$ cat src/rtl/alu_issue_stage.sv
// alu_issue_stage: operand forwarding, load-use stall detection and the ID/EX pipeline register.
module alu_issue_stage (
    input  logic        clk,
    input  logic        reset,
    input  logic        id_valid,
    input  logic [4:0]  id_rs_addr,
    input  logic [4:0]  id_rt_addr,
    input  logic [31:0] id_rs_data,
    input  logic [31:0] id_rt_data,
    input  logic        id_uses_rs,
    input  logic        id_uses_rt,
    input  logic [4:0]  id_shamt,
    input  logic [31:0] id_imm,
    input  logic        id_alusrc1,
    input  logic        id_alusrc2,
    input  logic [5:0]  id_alufun,
    input  logic        id_sign,
    input  logic        id_memread,
    input  logic        id_regwrite,
    input  logic [4:0]  id_rd,
    input  logic        fwd_m_regwrite,
    input  logic [4:0]  fwd_m_rd,
    input  logic [31:0] fwd_m_data,
    input  logic        fwd_w_regwrite,
    input  logic [4:0]  fwd_w_rd,
    input  logic [31:0] fwd_w_data,
    input  logic        flush,
    output logic        stall_req,
    output logic        ex_valid,
    output logic [31:0] ex_a,
    output logic [31:0] ex_b,
    output logic [31:0] ex_store_data,
    output logic [5:0]  ex_alufun,
    output logic        ex_sign,
    output logic        ex_memread,
    output logic        ex_regwrite,
    output logic [4:0]  ex_rd
);
    logic [31:0] rs_fwd, rt_fwd;
    logic        bubble;

    // MEM beats WB; register 0 is never forwarded
    always_comb begin
        rs_fwd = (fwd_m_regwrite && fwd_m_rd == id_rs_addr && id_rs_addr != 5'd0) ? fwd_m_data :
                 (fwd_w_regwrite && fwd_w_rd == id_rs_addr && id_rs_addr != 5'd0) ? fwd_w_data : id_rs_data;
        rt_fwd = (fwd_m_regwrite && fwd_m_rd == id_rt_addr && id_rt_addr != 5'd0) ? fwd_m_data :
                 (fwd_w_regwrite && fwd_w_rd == id_rt_addr && id_rt_addr != 5'd0) ? fwd_w_data : id_rt_data;
    end

    assign stall_req = ex_valid && ex_memread && ex_rd != 5'd0 && id_valid &&
                       ((id_uses_rs && ex_rd == id_rs_addr) || (id_uses_rt && ex_rd == id_rt_addr));
    assign bubble = !reset || flush || stall_req || !id_valid;

    always_ff @(posedge clk) begin
        if (bubble) begin
            ex_valid      <= 1'b0;
            ex_a          <= '0;
            ex_b          <= '0;
            ex_store_data <= '0;
            ex_alufun     <= '0;
            ex_sign       <= 1'b0;
            ex_memread    <= 1'b0;
            ex_regwrite   <= 1'b0;
            ex_rd         <= '0;
        end else begin
            ex_valid      <= 1'b1;
            ex_a          <= id_alusrc1 ? {27'b0, id_shamt} : rs_fwd;
            ex_b          <= id_alusrc2 ? id_imm : rt_fwd;
            ex_store_data <= rt_fwd;
            ex_alufun     <= id_alufun;
            ex_sign       <= id_sign;
            ex_memread    <= id_memread;
            ex_regwrite   <= id_regwrite;
            ex_rd         <= id_rd;
        end
    end
endmodule

$ cat config.mk
export PLATFORM = sky130hd
export DESIGN_NAME = alu_issue_stage
export DESIGN_NICKNAME = d
export VERILOG_FILES = /design/src/rtl/alu_issue_stage.sv
export SDC_FILE = /design/constraint.sdc
export NUM_CORES = 1
export LEC_CHECK = 0
export CAP_MARGIN = 0
export CORE_MARGIN = 2
export CORE_UTILIZATION = 40
export CTS_BUF_LIST = sky130_fd_sc_hd__clkbuf_2 sky130_fd_sc_hd__clkbuf_4 sky130_fd_sc_hd__clkbuf_8
export DETAILED_ROUTE_END_ITERATION = 10
export PLACE_DENSITY = 0.85
export SLEW_MARGIN = 20
export SYNTH_ARGS = -nofsm -noshare
export SYNTH_HDL_FRONTEND = slang
export SYNTH_SLANG_ARGS = --single-unit
$ cat constraint.sdc
create_clock -name clk -period 2.8 [get_ports clk]
set_input_delay 0.56 -clock clk [delete_from_list [all_inputs] [get_ports clk]]
set_output_delay 0.56 -clock clk [all_outputs]
set_load 0.005 [all_outputs]
==> results.cfg, run 1 <==
[sta]
skew_ns = 0.02497
relSlewSlack_pct = 55.32
max_freq_mhz = 365.8
finalSetupTns_ns = 0
rsz0062_at_grt = no
drv_slew = 0
setup_violations = 0
hold_viol = 0
min_period_ns = 2.733
worst_slew_pin_slew_ns = 0.6702
fin_crit_sh_pct = 97.62

[drt]
drt-total-wl_um = 22010
route.vias.total = 6576
drc = 0
drt_iter0_drc = 480
via_per_inst = 5.545
antenna_left = 0
drt-pass1-iter-count = 6
wire_per_inst_um = 18.55

[place]
place_area_um2 = 9423
place_inst = 1170
gp_congestion = 0.9321
hpwl_um = 16410
portBuffers = 320

[floorplan]
die_w_um = 124.9
ioPinCount = 321
die_y_um = 124.9
die_area_um2 = 15600
coreArea_um2 = 14420
num_rows = 44
start_util_pct = 40.54

[logic_synthesis]
synth_cell_type_count = 37
seq_area_frac_synth_pct = 38.01
yosys.area.top_type = dfxtp_1
synth_area_um2 = 5847
synth_top_area_share_pct = 38.01
synth-edff-count = 0
synth_most_common_cell = dfxtp_1
ys_seq_elements = 111
async_flop_share_pct = 0
netlist_top_cells_count = dfxtp_1 (111), inv_1 (80), a31oi_1 (69), clkbuf_1 (47), nor2_1 (43)
syn_avg_cell_area_um2 = 8.353
yosysWarnings = 0
synthFlopType = dfxtp_1
syn_inst = 700
yosys-top-cells-area = dfxtp_1 (38%), a31oi_1 (7.4%), inv_1 (5.1%)
synth_nets = 909

[global_routing]
globalRouteTotalUtil_pct = 27.46
grt_pass1_vias = 6500
antenna_found_initial = 0
overflow = 0
grt_max_degree = 65
grt_first_pass_wirelength_um = 34330

[pwr]
p_leak_nw = 3.769
fin_total_pwr_mw = 3.607
powerDensity_nw_per_um2 = 373.4
ir_drop_mv = 0.2197

[setup_path]
path_max_fanout = 3
crit_type = input pin to output pin
worstPathArrival_ns = 2.17
cp-start-kind = input pin
cp.required_ns = 2.24
endpoint_kind = output pin

[cts]
clk_pin_slew_ns = 0.11
tritoncts = done
cts_hold_buffers = 0
numCtsBuffers = 9
cts_sinks = 111
max-clock-path-buffers = 2
clk_latency_ns = 0.40
h-tree-depth = 3
root_buffer = clkbuf_8

[run]
max_cap_viol_count = 0

[layout]
final_nets = 1206
instances_no_fill = 1186
syn_to_final_growth_pct = 65.25
nFillCells = 1138
fin_area_um2 = 9662
n_antenna_cell = 0
layout-drive-gt1-share_pct = 7.485

[outcome]
status = finished, final reports clean

[worst_hold_path]
min_path_type = input pin to flip-flop
## where the power goes
part	internal (mW)	switching (mW)	leakage, nW
clock network	0.515	0.597	0.108
registers	1.62	0.0146	0.902
logic	0.488	0.372	2.76
## worst max-delay path: stages
cell and delay (ns):
clkdlybuf4s50_1 0.52, xnor2_1 0.13, nand4_1 0.14, o22ai_2 0.18
and2_1 0.15, clkdlybuf4s50_1 0.50
## per-layer routing
| layer | up-vias | wire (µm) | track usage, % |
|---|---|---|---|
| met3 | 49 | 1913 | 7.388 |
| met5 | - | 0 | 0 |
| met1 | 3026 | 8541 | 32.67 |
| met2 | 361 | 10930 | 46.96 |
| li1 | 3140 | - | - |
| met4 | 0 | 616 | 11.44 |
## state kept, by name, indices dropped and copies added (netlist names)
register       cells
ex_regwrite        1
ex_rd              5
ex_memread         1
ex_alufun          6
ex_sign            1
ex_valid           1
ex_b              32
ex_store_data     32
ex_a              32
## layout make-up
| type | count | area [µm²] | share of cell area [%] |
|---|---|---|---|
| multi-input cells | 439 | 3038 | 31.44 |
| flip-flops and latches | 111 | 2222 | 23.00 |
| clock inverters | 7 | 103.9 | 1.075 |
| clock buffers | 9 | 123.9 | 1.282 |
| repair buffers | 356 | 3643 | 37.71 |
| well taps | 184 | 230.2 | 2.383 |
| inverters | 80 | 300.3 | 3.108 |
## path summary, 6_finish.rpt
kind | from | end | slack (ns) | depth (start not counted)
setup / recovery | id_rs_addr[4] | stall_req | 0.07 | 6
hold reg to reg | ex_memread$_SDFF_PP0_ | ex_valid$_DFF_P_ | 0.98 | 5
hold / removal | id_alusrc2 | ex_b[14]$_SDFF_PP0_ | 0.62 | 3
setup reg to reg | ex_rd[4]$_SDFF_PP0_ | ex_a[9]$_SDFF_PP0_ | 0.91 | 7
## through the flow
step | hold slack [ns] | util [%] | setup slack, ns
2_1_floorplan | 0.6722 | - | 0.5149
3_3_place_gp | 0.9352 | 65.33 | -0.03223
3_5_place_dp | 0.9658 | 65.33 | -0.06876
4_1_cts | 0.6131 | 66.95 | 0.02577
5_1_grt | 0.6312 | 66.98 | 0.004956
6_report | 0.6220 | 66.98 | 0.06652
## kinds of logic after synthesis
logic type             share of synthesized area, %
AND/OR/NAND/NOR                               15.81
buffers and inverters                         10.87
AO/OA/AOI/OAI                                 26.19
multiplexers                                  4.622
flip-flops                                    38.01
XOR/XNOR                                      4.494
## cell usage in the layout, fill, tap and decap left out, types with 4 or more instances in the layout
cell	synthesis	routed
and3_1	6	5
o31ai_1	37	37
clkdlybuf4s50_1	0	316
a2111oi_2	8	8
dfxtp_1	111	111
a31oi_1	69	69
mux2i_1	27	27
buf_4	3	22
xnor2_1	18	18
a21oi_1	38	38
a21boi_0	5	5
clkbuf_8	0	9
and4_1	33	33
a2111oi_0	4	4
nor2_1	43	43
nor3_1	34	34
buf_12	0	14
a2111oi_1	15	15
nand2_1	40	39
inv_1	80	80
a211oi_1	33	32
xor2_1	12	12
## what timing repair did
item / in CTS / in global routing
setup buffers: 0 / 0
resized for setup: 1 / 2
setup endpoints to repair: 1 / 1
pin swaps: 0 / 1
gates cloned: 0 / 0
Note: power is estimated with default switching activity, not from simulation.
==> run 2, diff against run 1 <==
- CORE_MARGIN: 2 -> 4
==> results.cfg, run 2 (synthesis gave the netlist of run 1 again) <==
[outcome]
status = finished, final reports clean

[pwr]
p_leak_nw = 3.772
powerDensity_nw_per_um2 = 374.0
fin_total_pwr_mw = 3.621
ir_drop_mv = 0.3197

[setup_path]
crit_type = input pin to flip-flop
critPathLaunch = id_rs_addr[1]
cp-start-kind = input pin
path_max_fanout = 13
cp.required_ns = 3.05
endpoint_kind = flip-flop
worstPathArrival_ns = 2.85
r2r-start = ex_rd[4]$_SDFF_PP0_

[floorplan]
die_area_um2 = 16620
start_util_pct = 41.48
coreArea_um2 = 14100
ioPinCount = 321
num_rows = 43
die_y_um = 128.9
die_w_um = 128.9

[sta]
worst_slew_pin_slew_ns = 0.9367
setup_violations = 0
finalSetupTns_ns = 0
min_period_ns = 2.606
hold_viol = 0
drv_slew = 0
max_freq_mhz = 383.7
fin_crit_sh_pct = 93.07
setup_ws_ns = 0.1941
relSlewSlack_pct = 37.56
rsz0062_at_grt = no
skew_ns = 0.01067

[place]
portBuffers = 320
pre_cts_slack_ns = -0.1876
place_area_um2 = 9440
gp_congestion = 1.018
hpwl_um = 17760

[cts]
root_buffer = clkbuf_8
numCtsBuffers = 9
clk_latency_ns = 0.38
cts_sinks = 111
max-clock-path-buffers = 2
h-tree-depth = 3
clk_pin_slew_ns = 0.11
tritoncts = done

[layout]
final_cell_mix = clkdlybuf4s50_1 (317), dfxtp_1 (111), inv_1 (80)
fin_area_um2 = 9681
register_area_um2 = 2222
nFillCells = 1141
layout_commonest_cell = clkdlybuf4s50_1
top_regs = ex_a: 32 flops, ex_b: 32 flops, ex_store_data: 32 flops
layout-drive-gt1-share_pct = 7.853
fin_util_pct = 68.68
syn_to_final_growth_pct = 65.57
multi_input_area_um2 = 3038
n_antenna_cell = 0
final_nets = 1210

[run]
max_cap_viol_count = 0

[global_routing]
grt_max_degree = 65
grt_first_pass_wirelength_um = 35230
grt_pass1_vias = 6581
antenna_found_initial = 0
globalRouteTotalUtil_pct = 26.97
overflow = 0

[worst_hold_path]
hp-start = id_rd[3]
min_path_type = input pin to flip-flop

[drt]
wire_per_inst_um = 19.56
drt-total-wl_um = 23200
drc = 0
drt_iter0_drc = 522
via_per_inst = 5.558
antenna_left = 0
drt-pass1-iter-count = 5
route.vias.total = 6592
run 2: changes by cell type in the layout (fill, tap and decap cells not counted):
cell,before,now
dlygate4sd2_1,0,1
clkdlybuf4s50_1,316,317
dlymetal6s2s_1,2,0
buf_4,22,26
run 2: worst max-delay path: stages:
cell             delay, ns
clkdlybuf4s50_1       0.47
or4_4                 0.57
o211a_1               0.24
and2_2                0.22
buf_12                0.16
mux2i_1               0.13
a2111oi_1             0.48
run 2: final timing paths:
check                                            to  cells past startpoint  slack, ns
worst max-delay path            ex_a[17]$_SDFF_PP0_                      7       0.19
worst min-delay path            ex_rd[3]$_SDFF_PP0_                      3       0.68
worst max register to register  ex_a[17]$_SDFF_PP0_                      7       0.85
worst min register to register     ex_valid$_DFF_P_                      5       0.95
run 2: metal layers:
layer	share of wire (%)	vias up	track usage, %
li1	-	3133	-
met1	38	3023	30.95
met2	48	371	45.70
met3	9.7	65	8.261
met4	4.3	0	12.91
met5	0	-	0
run 2: report_power, final:
| part | internal (mW) | switching [mW] |
|---|---|---|
| combinational | 0.490 | 0.376 |
| clock | 0.516 | 0.604 |
| sequential | 1.62 | 0.0150 |
| total | 2.63 | 0.995 |
run 2: layout make-up:
cell class / instances / share of cell area, %
timing repair buffer: 360 / 37.88
multi-input combinational: 439 / 31.38
sequential: 111 / 22.95
inverter: 80 / 3.102
tap: 180 / 2.326
clock buffer: 9 / 1.280
clock inverter: 7 / 1.073
run 2: metrics by stage:
stage,cells,hold WS (ns)
2_1_floorplan,700,0.6722
3_3_place_gp,1169,0.9117
3_5_place_dp,1169,0.9325
4_1_cts,1186,0.6548
5_1_grt,1186,0.6781
6_report,1186,0.6807
run 2: repair_timing:
action	in CTS	in global routing
setup endpoints to repair	1	0
hold buffers	0	0
setup buffers	1	0
gates resized for setup	2	0
==> run 3, diff against run 2 <==
- CORE_AREA: default -> 4 4 123 125
- CORE_MARGIN: 4 -> default
- CORE_UTILIZATION: 40 -> default
- DIE_AREA: default -> 0 0 127 129
- DONT_BUFFER_PORTS: default -> 1
- PLACE_DENSITY: 0.85 -> 0.59
==> results.cfg, run 3 (synthesis gave the netlist of run 1 again) <==
[global_routing]
overflow = 0
antenna_found_initial = 1
grt_first_pass_wirelength_um = 30400
grt_max_degree = 65
globalRouteTotalUtil_pct = 23.42
grt_pass1_vias = 5288

[sta]
whs_ns = 0.2356
skew_ns = 0.02420
drv_slew = 0
hold_viol = 0
worst_slew_pin_slew_ns = 1.010
setup_violations = 0
relSlewSlack_pct = 32.64
fin_crit_sh_pct = 88.67
min_period_ns = 2.483
max_freq_mhz = 402.8
rsz0062_at_grt = no

[cts]
tritoncts = done
cts_sinks = 111
root_buffer = clkbuf_8
max-clock-path-buffers = 2
cts_setup_buffers = 0
clk_pin_slew_ns = 0.12
cts_resized = 0
cts_hold_buffers = 0
numCtsBuffers = 9
clk_latency_ns = 0.39
h-tree-depth = 3

[layout]
top_regs = ex_a: 32 flops, ex_b: 32 flops, ex_store_data: 32 flops
fin_area_um2 = 6133
layout_commonest_cell = dfxtp_1
layout-drive-gt1-share_pct = 7.295
instances_no_fill = 839
syn_to_final_growth_pct = 4.900
final_cell_mix = dfxtp_1 (111), inv_1 (80), a31oi_1 (69)
final_nets = 862
nFillCells = 1388
fin_util_pct = 44.19

[setup_path]
cp.required_ns = 3.04
cp-start-kind = input pin
slowest_stage = and2_2
ff2ff_setup_slack_ns = 0.76
slowest_delay_ns = 0.55
path_cells = or4_4 > o211a_1 > and2_2 > mux2i_1 > a2111oi_0
worstRegToRegCells = 6
endpoint_kind = flip-flop
r2r_end = ex_a[31]$_SDFF_PP0_
crit_type = input pin to flip-flop
r2r-start = ex_rd[1]$_SDFF_PP0_
worstPathArrival_ns = 2.72
path_max_fanout = 27

[worst_hold_path]
holdPathStages = 1
min_path_type = input pin to flip-flop
holdPathEnd = ex_a[29]$_SDFF_PP0_
hp-start = id_alusrc1

[place]
place_area_um2 = 5919
hpwl_um = 14670
place_inst = 822
gp_congestion = 0.8816
portBuffers = 0

[floorplan]
start_util_pct = 42.12
num_rows = 43
coreArea_um2 = 13880
die_w_um = 127
die_area_um2 = 16380
die_y_um = 129
ioPinCount = 321

[drt]
via_per_inst = 6.436
met3_length_um = 2202
drt-total-wl_um = 20260
drt-pass1-iter-count = 5
drt_iter0_drc = 488
wire_per_inst_um = 24.15
route.met2.wl_um = 10090
drc = 0
wl_met1_um = 7428
route.vias.total = 5400
routed.top_layer = met4
antenna_left = 0

[run]
max_cap_viol_count = 0

[pwr]
ir_drop_mv = 0.2059
powerDensity_nw_per_um2 = 503.0
fin_total_pwr_mw = 3.085
p_leak_nw = 2.376

[outcome]
status = finished, final reports clean
-- run 3: layer usage --
| layer | up-vias | track usage (%) |
|---|---|---|
| met5 | - | 0 |
| met4 | 0 | 9.653 |
| met3 | 42 | 8.427 |
| met2 | 361 | 40.10 |
| met1 | 2560 | 26.57 |
| li1 | 2437 | - |
-- run 3: final cells by class --
class	count	area, µm²	area share, %
multi-input combinational	439	3032	49.43
clock buffer	9	123.9	2.020
sequential	111	2222	36.23
clock inverter	7	87.58	1.428
antenna	1	2.502	0.04080
inverter	80	300.3	4.896
tap	180	225.2	3.672
timing repair buffer	12	140.1	2.285
-- run 3: report_power, final --
| part | switching, mW | total [mW] | internal, mW |
|---|---|---|---|
| clock network | 0.616 | 1.05 | 0.435 |
| registers | 0.0282 | 1.65 | 1.62 |
| logic | 0.240 | 0.385 | 0.145 |
-- run 3: worst max-delay path, delay by kind of cell --
kind	cells	cell delay [ns]
muxes	1	0.22
AOI/OAI and AO/OA	2	0.85
and+or+nand+nor	2	1.08
-- run 3: worst max path at each step --
stage	slack, ns	to	start	cells past startpoint
floorplan	0.51	ex_a[20]$_SDFF_PP0_	id_rs_addr[1]	7
global placement	0.14	ex_a[19]$_SDFF_PP0_	id_rs_addr[1]	5
detailed placement	-0.06	ex_a[7]$_SDFF_PP0_	id_rs_addr[1]	5
CTS	0.36	ex_a[7]$_SDFF_PP0_	id_rs_addr[1]	5
global route	0.17	ex_a[7]$_SDFF_PP0_	fwd_w_rd[4]	5
finish	0.32	ex_a[7]$_SDFF_PP0_	id_rs_addr[1]	5
-- run 3: per-stage QoR --
stage                     setup TNS [ns]  setup WS [ns]
after detailed placement        -0.07256       -0.06137
after global routing                   0         0.1674
after CTS                              0         0.3638
final                                  0         0.3172
after floorplan                        0         0.5149
after global placement                 0         0.1386
